--- config.mk ---
export PLATFORM = sky130hd
export DESIGN_NAME = uart_reg_decoder
export DESIGN_NICKNAME = d
export VERILOG_FILES = /design/src/rtl/uart_reg_decoder.sv
export SDC_FILE = /design/constraint.sdc
export NUM_CORES = 1
export LEC_CHECK = 0
export ABC_AREA = 1
export BUFFER_PORTS_ARGS = -buffer_cell sky130_fd_sc_hd__buf_2
export CORE_MARGIN = 10
export CORE_UTILIZATION = 50
export CTS_BUF_LIST = sky130_fd_sc_hd__clkbuf_16
export DETAILED_ROUTE_END_ITERATION = 16
export GPL_TIMING_DRIVEN = 0
export PLACE_DENSITY = 0.74
export REMOVE_ABC_BUFFERS = 1
export SYNTH_ARGS = -nofsm -noshare
export SYNTH_HDL_FRONTEND = slang
export SYNTH_SLANG_ARGS = --single-unit
--- constraint.sdc ---
create_clock -name clk -period 1.4 [get_ports clk]
set_clock_uncertainty 0.1 [all_clocks]
set_input_delay 0.14 -clock clk [delete_from_list [all_inputs] [get_ports clk]]
set_output_delay 0.14 -clock clk [all_outputs]
set_load 0.005 [all_outputs]
--- src/rtl/uart_reg_decoder.sv ---
// Parses UART bytes into 4-byte register-write frames (5 with UART_REG_CHECKSUM_EN)
// with header resync, inter-byte timeout and frame error reporting.
module uart_reg_decoder #(
   parameter int TIMEOUT_CYCLES = 50000,
   parameter int CNT_W          = 16
) (
   input  logic        clk,
   input  logic        rst,
   input  logic [7:0]  rx_data,
   input  logic        rx_valid,
   output logic        reg_ready,
   output logic [6:0]  reg_address,
   output logic [15:0] reg_data,
   output logic        frame_err,
   output logic        busy
);

`ifdef UART_REG_CHECKSUM_EN
   typedef enum logic [2:0] {IDLE, GOT0, GOT1, GOT2, CHK} state_t;
`else
   typedef enum logic [1:0] {IDLE, GOT0, GOT1, GOT2} state_t;
`endif

   localparam logic [CNT_W-1:0] TO_LAST = CNT_W'(TIMEOUT_CYCLES - 1);

   state_t           state;
   logic [CNT_W-1:0] cnt;
   logic [6:0]       addr_q;
   logic [1:0]       data_hi;
   logic [6:0]       data_mid;
`ifdef UART_REG_CHECKSUM_EN
   logic [6:0]       data_lo;
   logic [6:0]       csum_q;
`endif

   always_ff @(posedge clk) begin
      if (rst) begin
         state       <= IDLE;
         cnt         <= '0;
         addr_q      <= '0;
         data_hi     <= '0;
         data_mid    <= '0;
`ifdef UART_REG_CHECKSUM_EN
         data_lo     <= '0;
         csum_q      <= '0;
`endif
         reg_ready   <= 1'b0;
         reg_address <= '0;
         reg_data    <= '0;
         frame_err   <= 1'b0;
         busy        <= 1'b0;
      end else begin
         reg_ready <= 1'b0;
         frame_err <= 1'b0;
         if (rx_valid) begin
            // A received byte always wins over a coincident timeout.
            cnt <= '0;
            if (rx_data[7]) begin
               if (state != IDLE) frame_err <= 1'b1;
               addr_q <= rx_data[6:0];
`ifdef UART_REG_CHECKSUM_EN
               csum_q <= rx_data[6:0];
`endif
               state  <= GOT0;
               busy   <= 1'b1;
            end else begin
               case (state)
                  IDLE: ;
                  GOT0: begin
                     data_hi <= rx_data[1:0];
`ifdef UART_REG_CHECKSUM_EN
                     csum_q  <= csum_q ^ rx_data[6:0];
`endif
                     state   <= GOT1;
                  end
                  GOT1: begin
                     data_mid <= rx_data[6:0];
`ifdef UART_REG_CHECKSUM_EN
                     csum_q   <= csum_q ^ rx_data[6:0];
`endif
                     state    <= GOT2;
                  end
`ifdef UART_REG_CHECKSUM_EN
                  GOT2: begin
                     data_lo <= rx_data[6:0];
                     csum_q  <= csum_q ^ rx_data[6:0];
                     state   <= CHK;
                  end
                  CHK: begin
                     if (rx_data[6:0] == csum_q) begin
                        reg_address <= addr_q;
                        reg_data    <= {data_hi, data_mid, data_lo};
                        reg_ready   <= 1'b1;
                     end else begin
                        frame_err   <= 1'b1;
                     end
                     state <= IDLE;
                     busy  <= 1'b0;
                  end
`else
                  GOT2: begin
                     reg_address <= addr_q;
                     reg_data    <= {data_hi, data_mid, rx_data[6:0]};
                     reg_ready   <= 1'b1;
                     state       <= IDLE;
                     busy        <= 1'b0;
                  end
`endif
                  default: begin
                     state <= IDLE;
                     busy  <= 1'b0;
                  end
               endcase
            end
         end else if (state != IDLE) begin
            if (cnt == TO_LAST) begin
               frame_err <= 1'b1;
               state     <= IDLE;
               busy      <= 1'b0;
               cnt       <= '0;
            end else begin
               cnt <= cnt + 1'b1;
            end
         end
      end
   end

endmodule

==> impl_metrics.json <==
{
  "peakVddDrop_uv": 734,
  "max_freq_ghz": 0.691,
  "avgViaCountPerCell": 5.05,
  "wl_per_cell_um": 13.3,
  "synth_edf_count": 0,
  "post-route-period-util_pct": 103,
  "r2r_cells": 7,
  "portBuffers": 36,
  "tightest_slew_ns": 0.814,
  "path_buf_inv": 0,
  "final_antenna_net_count": 0,
  "fp-row-count": 25,
  "clk_pin_slew_ns": 0.05,
  "total_power_uw": 4050,
  "num_vias": 2254,
  "grt_max_degree": 46,
  "p_leak_uw": 0.00130,
  "nets": 399,
  "rsz0062_at_grt": "true",
  "fp.dieW_um": 89.4,
  "cp_max_fo": 4,
  "p_per_area_nw_per_um2": 1250,
  "overflow": 0,
  "rr_startpoint": "cnt[1]",
  "hold_viol": 0,
  "worstSkewPairLatency_ns": 0.33,
  "clock-root-buffer": "clkbuf_16",
  "min_from": "rx_valid",
  "synth_flop_cell": "dfxtp_1",
  "yosysWarnings": 0,
  "hpwlAfterDp_mm": 3.42,
  "crit_cells": 7,
  "wl_mm": 5.92,
  "relSlewSlack_pct": 45.7,
  "design_area_um2": 3230,
  "r2r_end": "cnt[8]",
  "worst_slack_ns": -0.0464,
  "grt_usage_pct": 15.3,
  "place_ws_ns": -0.472,
  "area_delta_synth_final_pct": 34.4,
  "cp_top_family": "simple AND/OR/NAND/NOR gates",
  "cts_made_buffers": 9,
  "drv_slew": 0,
  "cts.sinks": 60,
  "layoutNonFillerInstCount": 446,
  "synthCells": 325,
  "top_level_ports": 37,
  "async_reset_ff_share_pct": 0,
  "critical-path-max-stage-delay_ns": 0.37,
  "avgSynthCellArea_um2": 7.40,
  "grt_pass1_wl_mm": 9.65,
  "cap_viol_max_count": 0,
  "core_region_area_um2": 4690,
  "start_util_pct": 51.3,
  "status": "finished with violations",
  "antenna_found_initial": 0,
  "h-tree-depth": 3,
  "first_pass_iters": 4,
  "gp_congestion": 0.843,
  "slowest_stage": "dfxtp_4",
  "finalSetupViolCount": 6,
  "hp-class": "in2reg",
  "grt_pass1_vias": 2173,
  "cp_cell_sequence": "ha_4 -> nand3_4 -> nor3_4 -> nand2_1 -> nor2_1 -> o22ai_1 -> nor2_1",
  "insertedDiodeCount": 0,
  "path_common_cell": "nor2_1",
  "start_kind": "flop",
  "crit_type": "reg2reg",
  "hold_depth": 3,
  "dp_cells": 405,
  "drive_above_1_share_pct": 29.6,
  "die_y_um": 89.4,
  "dieArea_um2": 7980,
  "ys_ff_latch": 60,
  "ff2ff_setup_slack_ns": -0.05,
  "cp.required_ns": 1.55,
  "worstSetupEndpointType": "flop",
  "cts_buffer_depth": 2,
  "holdPathEnd": "state[0]",
  "violations": "setup timing",
  "ys_seq_area_share_pct": 49.9,
  "finalCriticalPeriod_ns": 1.45,
  "synth.distinct_cells": 23,
  "syn_area_um2": 2400,
  "drt_iter0_drc": 151,
  "arrival_ns": 1.59,
  "cts_tree": "done",
  "drcViolationCount": 0,
  "post_dp_cell_area_um2": 2610
}
-- worst reg2reg max path, delay by kind of cell, from the launching register on --
kind	cells	cell delay (ns)
adder cells (fa/ha/maj)	1	0.17
AND/OR/NAND/NOR	5	0.66
AO/OA/AOI/OAI	1	0.07
flip-flops	1	0.37
-- stage by stage --
stage          hold WS [ns]  utilization (%)  setup TNS (ns)
2_1_floorplan         0.109                -          -0.996
3_3_place_gp          0.319             55.5          -11.39
3_5_place_dp          0.322             55.5          -12.11
4_1_cts              0.0168             65.5         -0.0539
5_1_grt              0.0611             68.9          -0.992
6_report             0.0506             68.9          -0.155
-- cells by family (layout without fill, tap and decap cells) --
group,count (synthesis),count (layout),share of synthesized area (%)
buf+inv,31,97,5.25
fa+ha+maj,1,1,0.520
compound gates,50,50,10.5
xor+xnor,7,7,2.55
flops,60,60,49.9
simple gates,176,177,31.3
-- cells in the final DEF (no fill, tap or decap), drive strengths merged --
cell type,netlist,final
a21oi,45,45
buf,4,53
bufinv,0,1
clkbuf,6,9
clkinv,0,4
clkinvlp,0,1
dfxtp,60,60
dlygate4sd3,0,7
ha,1,1
inv,21,22
nand2,116,116
nand3,13,13
nand4,1,1
nor2,40,41
nor3,5,5
nor3b,1,1
o21ai,4,4
o22ai,1,1
xnor2,1,1
xor2,6,6
-- where the power goes --
part           switching, uW  internal (uW)
sequential              13.2           1730
clock                    775           1370
combinational            104           66.5
-- worst max-delay path by stage --
stage	startpoint	to	slack [ns]
after detailed placement	state[0]	reg_data[14]	-0.47
after floorplan	state[0]	reg_address[0]	-0.04
after CTS	cnt[0]	cnt[14]	-0.04
after global placement	state[0]	reg_data[13]	-0.44
final	cnt[1]	cnt[8]	-0.05
after global routing	cnt[1]	cnt[8]	-0.14
-- cell type report --
type,count,area [um^2]
clock buffers,9,225
clock inverters,7,68.8
flip-flops and latches,60,1220
multi-input cells,235,1180
repair buffers,60,390
fillers,375,1460
inverters,21,81.3
well taps,54,67.6
-- per-layer routing --
metal	GRT usage [%]	wire, um	up-vias
li1	-	-	1156
met1	18.2	2660	1035
met2	24.6	2770	50
met3	5.47	351	13
met4	6.21	145	0
met5	0	0	-
-- synthesized netlist by cell type, types with 2 or more instances --
cell / instances / area [um^2]
nand2_2: 4 / 25.0
nand3_1: 12 / 60.1
nor3_4: 2 / 32.5
a21oi_1: 45 / 225
nor2_4: 3 / 33.8
nand2_1: 112 / 420
buf_4: 2 / 15.0
nor2_1: 36 / 135
buf_2: 2 / 10.0
dfxtp_1: 60 / 1200
inv_1: 17 / 63.8
nor3_1: 3 / 15.0
o21ai_0: 4 / 20.0
xor2_1: 6 / 52.6
inv_2: 4 / 15.0
clkbuf_1: 6 / 22.5
-- what timing repair did --
item / CTS / global route
endpoints found under the hold margin: 20 / 0
pin swaps: 7 / 17
hold buffers: 7 / 0
setup buffers: 5 / 12
gates cloned: 1 / 0
resized for setup: 16 / 28
endpoints found under the setup margin: 45 / 31
-- flip-flops by register name, indices dropped and copies added, names as in the netlist --
register / count
reg_address: 7
reg_ready: 1
reg_data: 16
addr_q: 7
state: 2
frame_err: 1
cnt: 16
data_mid: 7
data_hi: 2
busy: 1
No activity file was read; power rests on OpenSTA's default activity.
